**src/rtl/ir_nec_decoder.sv**
```systemverilog
`default_nettype none
// ============================================================================
// Module   : ir_nec_decoder
// Purpose  : NEC pulse-distance IR decoder with frame, repeat and error strobes.
//            Optional repeat-frame support is enabled by defining IR_REPEAT_EN.
// Revision : 1.0 - initial release
// ============================================================================
module ir_nec_decoder #(
    parameter int TICK_CYCLES  = 500,
    parameter int NUM_BITS     = 32,
    parameter int STRICT_CHECK = 1
) (
    input  logic                clk,
    input  logic                rst,
    input  logic                irda,
    output logic [NUM_BITS-1:0] data,
    output logic                valid,
    output logic                rpt,
    output logic                err,
    output logic [1:0]          err_code,
    output logic                busy
);

    localparam int                 c_PRE_W     = (TICK_CYCLES > 1) ? $clog2(TICK_CYCLES) : 1;
    localparam logic [c_PRE_W-1:0] c_PRE_MAX   = c_PRE_W'(TICK_CYCLES - 1);
    localparam int                 c_CNT_W     = $clog2(NUM_BITS + 1);
    localparam logic [c_CNT_W-1:0] c_LAST_BIT  = c_CNT_W'(NUM_BITS - 1);

    localparam logic [10:0] c_LEAD_MARK_MIN  = 11'd800;
    localparam logic [10:0] c_LEAD_MARK_MAX  = 11'd1000;
    localparam logic [10:0] c_LEAD_SPACE_MIN = 11'd400;
    localparam logic [10:0] c_LEAD_SPACE_MAX = 11'd500;
`ifdef IR_REPEAT_EN
    localparam logic [10:0] c_RPT_SPACE_MIN  = 11'd180;
    localparam logic [10:0] c_RPT_SPACE_MAX  = 11'd270;
`endif
    localparam logic [10:0] c_BIT_MARK_MIN   = 11'd40;
    localparam logic [10:0] c_BIT_MARK_MAX   = 11'd80;
    localparam logic [10:0] c_ZERO_SPACE_MIN = 11'd40;
    localparam logic [10:0] c_ZERO_SPACE_MAX = 11'd80;
    localparam logic [10:0] c_ONE_SPACE_MIN  = 11'd140;
    localparam logic [10:0] c_ONE_SPACE_MAX  = 11'd200;
    localparam logic [10:0] c_RECOVER_IDLE   = 11'd1000;
    localparam logic [10:0] c_DUR_SAT        = 11'd2047;

    typedef enum logic [3:0] {
        S_IDLE       = 4'd0,
        S_LEAD_MARK  = 4'd1,
        S_LEAD_SPACE = 4'd2,
        S_BIT_MARK   = 4'd3,
        S_BIT_SPACE  = 4'd4,
        S_STOP_MARK  = 4'd5,
        S_RPT_MARK   = 4'd6,
        S_DONE       = 4'd7,
        S_RPT_DONE   = 4'd8,
        S_ERR        = 4'd9,
        S_RECOVER    = 4'd10
    } state_t;

    state_t                r_state;
    logic                  r_sync;
    logic                  r_s_ir;
    logic                  r_s_ir_d;
    logic [c_PRE_W-1:0]    r_pre;
    logic [10:0]           r_dur;
    logic [NUM_BITS-1:0]   r_shift;
    logic [c_CNT_W-1:0]    r_bit_cnt;
    logic [1:0]            r_pend_code;
    logic [NUM_BITS-1:0]   r_data;
    logic                  r_valid;
    logic                  r_rpt;
    logic                  r_err;
    logic [1:0]            r_err_code;
`ifdef IR_REPEAT_EN
    logic                  r_have_frame;
`endif
    logic                  w_rise;
    logic                  w_fall;
    logic                  w_chk_ok;

    function automatic logic in_win(input logic [10:0] d, input logic [10:0] lo,
                                    input logic [10:0] hi);
        return (d >= lo) && (d <= hi);
    endfunction

    // Line idles high, so the synchroniser resets to 1 to avoid a false edge.
    always_ff @(posedge clk or posedge rst) begin
        if (rst) begin
            r_sync   <= 1'b1;
            r_s_ir   <= 1'b1;
            r_s_ir_d <= 1'b1;
        end else begin
            r_sync   <= irda;
            r_s_ir   <= r_sync;
            r_s_ir_d <= r_s_ir;
        end
    end

    assign w_rise = r_s_ir & ~r_s_ir_d;
    assign w_fall = ~r_s_ir & r_s_ir_d;

    always_ff @(posedge clk or posedge rst) begin
        if (rst) begin
            r_pre <= '0;
            r_dur <= '0;
        end else if (w_rise || w_fall) begin
            r_pre <= '0;
            r_dur <= '0;
        end else if (r_pre == c_PRE_MAX) begin
            r_pre <= '0;
            if (r_dur != c_DUR_SAT)
                r_dur <= r_dur + 11'd1;
        end else begin
            r_pre <= r_pre + 1'b1;
        end
    end

    generate
        if (STRICT_CHECK != 0 && NUM_BITS == 32) begin : g_chk_strict
            assign w_chk_ok = (r_shift[31:24] == ~r_shift[23:16]);
        end else begin : g_chk_none
            assign w_chk_ok = 1'b1;
        end
    endgenerate

    always_ff @(posedge clk or posedge rst) begin
        if (rst) begin
            r_state      <= S_IDLE;
            r_shift      <= '0;
            r_bit_cnt    <= '0;
            r_pend_code  <= 2'b00;
            r_data       <= '0;
            r_valid      <= 1'b0;
            r_rpt        <= 1'b0;
            r_err        <= 1'b0;
            r_err_code   <= 2'b00;
`ifdef IR_REPEAT_EN
            r_have_frame <= 1'b0;
`endif
        end else begin
            r_valid <= 1'b0;
            r_rpt   <= 1'b0;
            r_err   <= 1'b0;
            case (r_state)
                S_IDLE: if (w_fall) r_state <= S_LEAD_MARK;
                S_LEAD_MARK: begin
                    if (w_rise) begin
                        if (in_win(r_dur, c_LEAD_MARK_MIN, c_LEAD_MARK_MAX)) r_state <= S_LEAD_SPACE;
                        else begin r_pend_code <= 2'b01; r_state <= S_ERR; end
                    end else if (r_dur > c_LEAD_MARK_MAX) begin
                        r_pend_code <= 2'b01; r_state <= S_ERR;
                    end
                end
                S_LEAD_SPACE: begin
                    if (w_fall) begin
                        if (in_win(r_dur, c_LEAD_SPACE_MIN, c_LEAD_SPACE_MAX)) begin
                            r_bit_cnt <= '0;
                            r_state   <= S_BIT_MARK;
`ifdef IR_REPEAT_EN
                        end else if (in_win(r_dur, c_RPT_SPACE_MIN, c_RPT_SPACE_MAX)) begin
                            r_state <= S_RPT_MARK;
`endif
                        end else begin
                            r_pend_code <= 2'b01; r_state <= S_ERR;
                        end
                    end else if (r_dur > c_LEAD_SPACE_MAX) begin
                        r_pend_code <= 2'b01; r_state <= S_ERR;
                    end
                end
                S_BIT_MARK: begin
                    if (w_rise) begin
                        if (in_win(r_dur, c_BIT_MARK_MIN, c_BIT_MARK_MAX)) r_state <= S_BIT_SPACE;
                        else begin r_pend_code <= 2'b01; r_state <= S_ERR; end
                    end else if (r_dur > c_BIT_MARK_MAX) begin
                        r_pend_code <= 2'b01; r_state <= S_ERR;
                    end
                end
                S_BIT_SPACE: begin
                    if (w_fall) begin
                        if (in_win(r_dur, c_ZERO_SPACE_MIN, c_ZERO_SPACE_MAX) ||
                            in_win(r_dur, c_ONE_SPACE_MIN, c_ONE_SPACE_MAX)) begin
                            // Right shift into the MSB leaves the first bit at bit0.
                            r_shift   <= {in_win(r_dur, c_ONE_SPACE_MIN, c_ONE_SPACE_MAX),
                                          r_shift[NUM_BITS-1:1]};
                            r_bit_cnt <= r_bit_cnt + 1'b1;
                            r_state   <= (r_bit_cnt == c_LAST_BIT) ? S_STOP_MARK : S_BIT_MARK;
                        end else begin
                            r_pend_code <= 2'b01; r_state <= S_ERR;
                        end
                    end else if (r_dur > c_ONE_SPACE_MAX) begin
                        r_pend_code <= 2'b01; r_state <= S_ERR;
                    end
                end
                S_STOP_MARK, S_RPT_MARK: begin
                    if (w_rise) begin
                        if (in_win(r_dur, c_BIT_MARK_MIN, c_BIT_MARK_MAX))
                            r_state <= (r_state == S_STOP_MARK) ? S_DONE : S_RPT_DONE;
                        else begin r_pend_code <= 2'b01; r_state <= S_ERR; end
                    end else if (r_dur > c_BIT_MARK_MAX) begin
                        r_pend_code <= 2'b01; r_state <= S_ERR;
                    end
                end
                // End-of-frame errors strobe here directly so err keeps the same latency as valid.
                S_DONE: begin
                    if (!w_chk_ok) begin
                        r_err      <= 1'b1;
                        r_err_code <= 2'b10;
                        r_state    <= S_RECOVER;
                    end else begin
                        r_data  <= r_shift;
                        r_valid <= 1'b1;
`ifdef IR_REPEAT_EN
                        r_have_frame <= 1'b1;
`endif
                        r_state <= S_IDLE;
                    end
                end
                S_RPT_DONE: begin
`ifdef IR_REPEAT_EN
                    if (r_have_frame) begin
                        r_rpt   <= 1'b1;
                        r_state <= S_IDLE;
                    end else begin
                        r_err      <= 1'b1;
                        r_err_code <= 2'b11;
                        r_state    <= S_RECOVER;
                    end
`else
                    r_state <= S_IDLE;
`endif
                end
                S_ERR: begin
                    r_err      <= 1'b1;
                    r_err_code <= r_pend_code;
                    r_state    <= S_RECOVER;
                end
                S_RECOVER: if (r_s_ir && r_dur >= c_RECOVER_IDLE) r_state <= S_IDLE;
                default: r_state <= S_IDLE;
            endcase
        end
    end

    assign data     = r_data;
    assign valid    = r_valid;
    assign rpt      = r_rpt;
    assign err      = r_err;
    assign err_code = r_err_code;
    assign busy     = (r_state != S_IDLE);

endmodule
`default_nettype wire

```
**config.mk**
```make
export PLATFORM = sky130hd
export DESIGN_NAME = ir_nec_decoder
export DESIGN_NICKNAME = d
export VERILOG_FILES = /design/src/rtl/ir_nec_decoder.sv
export SDC_FILE = /design/constraint.sdc
export NUM_CORES = 1
export LEC_CHECK = 0
export ABC_AREA = 1
export BUFFER_PORTS_ARGS = -buffer_cell sky130_fd_sc_hd__buf_2
export CORE_ASPECT_RATIO = 1.4
export CORE_MARGIN = 10
export CORE_UTILIZATION = 40
export DETAILED_ROUTE_END_ITERATION = 16
export GPL_ROUTABILITY_DRIVEN = 0
export PLACE_DENSITY_LB_ADDON = 0.2
export SLEW_MARGIN = 20
export SYNTH_ARGS = -nofsm -noshare
export SYNTH_HDL_FRONTEND = slang
export SYNTH_SLANG_ARGS = --single-unit
```
**constraint.sdc**
```tcl
create_clock -name clk -period 7.7 [get_ports clk]
set_clock_uncertainty 0.15 [all_clocks]
set_input_delay 0.385 -clock clk [delete_from_list [all_inputs] [get_ports clk]]
set_output_delay 0.385 -clock clk [all_outputs]
set_load 0.03 [all_outputs]
```
# Yosys cells after proc, flatten, opt, wreduce, memory -nomap -nowiden
# Index checks and enable logic that the tools add are counted.
# W data, S select, Z words.
dict set report totals {
  input_bits 3
  wordCells 134
  ff_bits 103
  output_inout_bits 38
}
dict set report classes {
  n_addsub 3
  n_bitwise 5
  order_cmp 13
  eq_ne 28
  n_mux 49
  reduce_logical 23
}
# op count
set ops {}
lappend ops {{$mux W4} 18}
lappend ops {{$pmux W4 S9} 1}
lappend ops {{$mux W11} 3}
lappend ops {{$mux W2} 13}
lappend ops {{$mux W6} 4}
lappend ops {{$ge A11 B10 Y1 const B} 2}
lappend ops {{$ne A3 B3 Y1 const B} 7}
lappend ops {{$mux W9} 2}
lappend ops {{$eq A4 B3 Y1 const B} 4}
lappend ops {{$ne A2 B2 Y1 const B} 7}
lappend ops {{$pmux W6 S2} 1}
lappend ops {{$add A11 B1 Y11 const B} 1}
lappend ops {{$ge A11 B6 Y1 const B} 1}
lappend ops {{$ge A11 B8 Y1 const B} 1}
lappend ops {{$ge A11 B9 Y1 const B} 1}
lappend ops {{$gt A11 B10 Y1 const B} 1}
lappend ops {{$gt A11 B7 Y1 const B} 1}
lappend ops {{$gt A11 B8 Y1 const B} 1}
lappend ops {{$gt A11 B9 Y1 const B} 1}
lappend ops {{$le A11 B10 Y1 const B} 1}
lappend ops {{$le A11 B7 Y1 const B} 1}
lappend ops {{$le A11 B8 Y1 const B} 1}
lappend ops {{$le A11 B9 Y1 const B} 1}
lappend ops {{$ne A11 B11 Y1 const B} 1}
lappend ops {{other kinds (28)} 46}

# Longest topological paths before layout
dict set report depth {
  ltp_word 6
  ltp_mapped 15
  depth_no_buf 13
}

# Worst setup path before layout
# Ideal clock, no wire load.
dict set report synth_path {
  path_kind {register -> register}
  startpoint {reg r_dur[0]}
  endpoint {reg r_bit_cnt[2]}
  stages_incl_launch_ff 15
  arrival_time_ns 1.516
  path_slack_ns 5.916
  period_less_slack_ns 1.784
  n_path_buf 1
  required_time_ns 7.432
  cell_sequence {dfrtp_1 inv_1 ha_1 nand2_1 nor2_1 nand3_1 nand2_1 nand2_2 nand2_4 nand2_1 nand2_1 nand2_2 buf_6 nand2_1 o21ai_2}
}
dict set report synth_between {
  elab_chain_len 5
  elab_cells_between_ends 13
  cone_classes {6 x order compare; 2 x eq/ne; 5 x reduce/logical}
}
# element line
set synth_rtl {}
lappend synth_rtl {{from (decl)} 65} ;# logic [10:0] r_dur;
lappend synth_rtl {{from (signal assigned)} 112} ;# r_dur <= r_dur + 11'd1;
lappend synth_rtl {{$ge A11 B6 Y1 (tied with other cells)} 83} ;# return (d >= lo) && (d <= hi);
lappend synth_rtl {{$logic_and A1 B1 Y1} 83}
lappend synth_rtl {{$logic_or A1 B1 Y1} 180} ;# if (in_win(r_dur, c_ZERO_SPACE_MIN, c_ZERO_SPACE_MAX) ||
lappend synth_rtl {{$ne A2 B2 Y1 (no source line)} -}
lappend synth_rtl {{$reduce_and A5 Y1 (no source line) (*)} -}
lappend synth_rtl {{to (signal assigned)} 185} ;# r_bit_cnt <= r_bit_cnt + 1'b1;
lappend synth_rtl {{to (decl)} 67} ;# logic [c_CNT_W-1:0] r_bit_cnt;
# Every way passes the cells marked *; elsewhere a longest branch is shown, timed or not.
# A chain may end at the register's enable or synchronous reset.

# Final worst setup path
dict set report layout_path {
  startpoint {reg r_dur[0]}
  endpoint {reg r_pend_code[0]}
}
dict set report layout_between {
  elab_chain_len 5
  elab_cells_between_ends 26
  cone_classes {12 x order compare; 8 x eq/ne; 6 x reduce/logical}
}
# element line
set layout_rtl {}
lappend layout_rtl {{$ge A11 B6 Y1 (tied with other cells)} 83}
lappend layout_rtl {{$logic_and A1 B1 Y1} 83}
lappend layout_rtl {{$logic_or A1 B1 Y1} 180}
lappend layout_rtl {{$ne A3 B3 Y1 (no source line)} -}
lappend layout_rtl {{$reduce_and A9 Y1 (no source line) (*)} -}
lappend layout_rtl {{to (signal assigned)} 175} ;# r_pend_code <= 2'b01; r_state <= S_ERR;
lappend layout_rtl {{to (signal assigned)} 188} ;# r_pend_code <= 2'b01; r_state <= S_ERR;
lappend layout_rtl {{to (signal assigned)} 191} ;# r_pend_code <= 2'b01; r_state <= S_ERR;
lappend layout_rtl {{to (decl)} 68} ;# logic [1:0] r_pend_code;
# Marks and branches as above.

==> summary.md <==
| Metric | Value |
|---|---|
| Status | `complete, no violations` |
| Worst path max stage delay | `a little over 400 ps` |
| Crit path DAT | `roughly 2600 ps` |
| Worst-path cell chain | `inv_1 -> ha_1 -> nand2_1 -> nor2_1 -> nand3_1 -> nand2_1 -> nand2_2 -> nand2_4 -> nand3_4 -> inv_4 -> o21ai_0` |
| Die W | `about 110 um` |
| Sequential cell area fraction in the yosys report | `50.9%` |
| CP Launch Point | `r_dur[0]` |
| Power per cell area | `216 nW/um^2` |
| Top Ports | `41` |
| Worst reg2reg setup slack | `5210 ps` |
| Hpwl dp | `between 7000 and 8000 um` |
| Vias in the first global route | `3847` |
| Max clock buf depth | `2` |
| Largest net degree at the start of global routing | `70` |
| Rows | `48` |
| Routed via count | `just under 4000` |
| CTS Root Buffer Type | `clkbuf_16` |
| Grt ovf | `0` |
| YS warnings | `0` |
| Total nets after synthesis | `~620` |
| DRT Pass-1 Iters | `4` |
| Ant diodes | `0` |
| Reg-to-reg startpoint | `r_dur[0]` |
| Final Hold Fails | `0` |
| Worst hold path type | `reg2reg` |
| Cell mode on critical path | `nand2_1` |
| Max cap viols | `0` |
| Ys flop type | `dfrtp_1` |
| Share of cells above drive strength 1 | `approximately 16%` |
| Flops & latches, synth | `102` |
| Main area contributors after synthesis | `dfrtp_1 (49%), nand2_1 (13%), inv_1 (5.8%), nor2_1 (3.6%), o21ai_1 (3.3%)` |
| Syn_area_per_cell | `8.19 sq um` |
| CTS buffer count | `9` |
| Slew Viols, Final | `0` |
| Met1 Use GR | `13.9%` |
| Cell taking the most area after synthesis | `dfrtp_1` |
| CORE AREA | `12300 sq um` |
| Crit share post-route | `32.3%` |
| Static Leakage | `approximately 0.0028 uW` |
| CP max FO | `52` |
| H-tree level count | `3` |
| Count of mapped cells out of synthesis | `614` |
| Total negative slack | `0 ps` |
| Overall Global Routing Usage | `11.9%` |
| Post-synth EDFFs | `0` |
| Multi-input gate area | `2060 sq um` |
| Initial Util | `40.8%` |
| Die H | `~150 um` |
| GRT busiest layer | `met2` |
| Synth cell count leaders | `nand2_1 (175), dfrtp_1 (99), inv_1 (77), nor2_1 (48), o21ai_1 (33)` |
| Initial DRC Count | `189` |
| Min cycle time layout | `2490 ps` |
| Storage cell area | `2560 sq um` |
| Critical path capture point type | `register` |
| Dpl cell area | `between 5000 and 6000 sq um` |
| Max Freq | `approximately 400 MHz` |
| Antenna violations before repair | `0` |
| First-pass GRT wire length | `around 18000 um` |
| Final WL | `~10000 um` |
| Clk pin slew, worst setup/hold paths | `70 ps` |
| CP Class | `reg2reg` |
| Count of different cell masters after synthesis | `38` |
| Reg2Reg Depth | `11` |
| Slew HR | `42.0%` |
| Slowest CP cell | `nand3_4` |
| Finished Cell Area | `5640 sq um` |
| Worst Max-Slew Pin Slew | `between 800 and 900 ps` |
| Count of final setup violators | `0` |
| Met2 layer usage reported by global route | `20.6%` |
| CP Launch Type | `register` |
| Asr flop ratio synth | `100%` |
| Most numerous cell in the Yosys netlist | `nand2_1` |
| Synthesis-to-finish area growth | `12.1%` |
| DRC violations left | `0` |
| Fill cells | `1211` |
| Die ar. | `17500 sq um` |
| Antenna Nets Post-Route | `0` |
| Worst setup path end | `r_pend_code[0]` |
| Avg WL per Cell | `12.6 um` |
| Vias per cell | `around 4.8` |
| Final net count | `659` |
| Worst VDD drop | `0.106 mV` |
| CP required | `between 7000 and 8000 ps` |
| Synth top area share | `49.3%` |
| PortBufs | `39` |
| Mapped cell area | `5030 sq um` |
| FF-to-FF End | `r_pend_code[0]` |
| CTS tree | `yes` |
| Worst skew pair latency | `340 ps` |
| RSZ-0062 raised after global routing | `false` |
| Met3 GRT Util | `2.84%` |
| Clock sink count | `just over 100` |
==> report_power, final <==
part | switching [uW] | internal [uW] | leakage (uW)
Combinational | 133 | 57.2 | 0.00125
Sequential | 16.7 | 553 | 0.00140
Clock | 201 | 253 | 0.000140
Total | 351 | 863 | 0.00279
==> critical path: cells and delay by family (launching register included) <==
family,cells,cell delay [ps]
DFF,1,400
AOI/OAI and AO/OA,1,130
buffers and inverters,2,500
and+or+nand+nor,7,1010
adders and majority gates,1,170
==> final cells by class <==
type                       count  area share (%)
clock buffer                   9            4.00
timing repair buffer          42            3.95
clock inverter                 6            1.24
multi-input combinational    412            36.5
inverter                      83            5.62
tap                          150            3.33
sequential                   102            45.4
==> metal layers <==
metal | vias to the layer above | wire (um)
li1 | 2004 | -
met4 | 0 | 85
met2 | 66 | 5230
met5 | - | 0
met3 | 8 | 423
met1 | 1794 | 4410
==> how the worst min path moves through the flow <==
stage,startpoint,end,slack [ps],cells after the start
after floorplan,r_sync,r_s_ir,200,0
after global placement,r_sync,r_s_ir,200,0
after detailed placement,r_sync,r_s_ir,200,0
after CTS,r_sync,r_s_ir,210,0
after global routing,r_sync,r_s_ir,210,0
final,r_sync,r_s_ir,210,0
==> repair_timing <==
action                     CTS  global route
setup endpoints to repair    0             0
resized for setup            0             0
hold buffers                 2             0
hold endpoints to repair    31             0
setup buffers                0             0
==> registers in the layout, summed over array words and instances (netlist names), 2 cells and up <==
register	flops
r_shift	32
r_bit_cnt	6
r_dur	11
r_state	4
data	32
err_code	2
r_pre	9
==> placed cells by master (no fill, tap or decap), types with 8 or more instances in the layout <==
master | netlist | routed
o21ai_2 | 9 | 9
nand3_1 | 28 | 27
nor3_1 | 8 | 8
nand2_1 | 175 | 175
a21oi_1 | 15 | 15
o21ai_0 | 27 | 27
buf_2 | 8 | 39
inv_1 | 77 | 76
o21a_1 | 9 | 9
o21ai_1 | 33 | 33
dfrtp_1 | 99 | 99
nor2_2 | 11 | 11
nor2_1 | 48 | 48
clkbuf_16 | 0 | 9
==> kinds of logic (layout without fill, tap and decap cells) <==
| logic type | Yosys count | in the layout | synth area share [%] |
|---|---|---|---|
| compound gates | 98 | 98 | 11.4 |
| xor+xnor | 8 | 8 | 1.39 |
| fa+ha+maj | 6 | 6 | 1.49 |
| buf+inv | 100 | 140 | 8.31 |
| flops | 102 | 102 | 50.9 |
| other cells | 1 | 1 | 0.0746 |
| simple gates | 299 | 299 | 26.5 |
==> stage by stage <==
| step | worst slack, ps | instances | util (%) | total power [uW] | hold WS, ps |
|---|---|---|---|---|---|
| 2_1_floorplan | 4490 | 614 | - | 728 | 195 |
| 3_3_place_gp | 5190 | 787 | 43.2 | 768 | 197 |
| 3_5_place_dp | 5200 | 787 | 43.2 | 771 | 197 |
| 4_1_cts | 5140 | 804 | 45.8 | 1230 | 207 |
| 5_1_grt | 4910 | 804 | 45.8 | 1270 | 211 |
| 6_report | 5210 | 804 | 45.8 | 1210 | 207 |
Note: power is estimated with default switching activity, not from simulation.
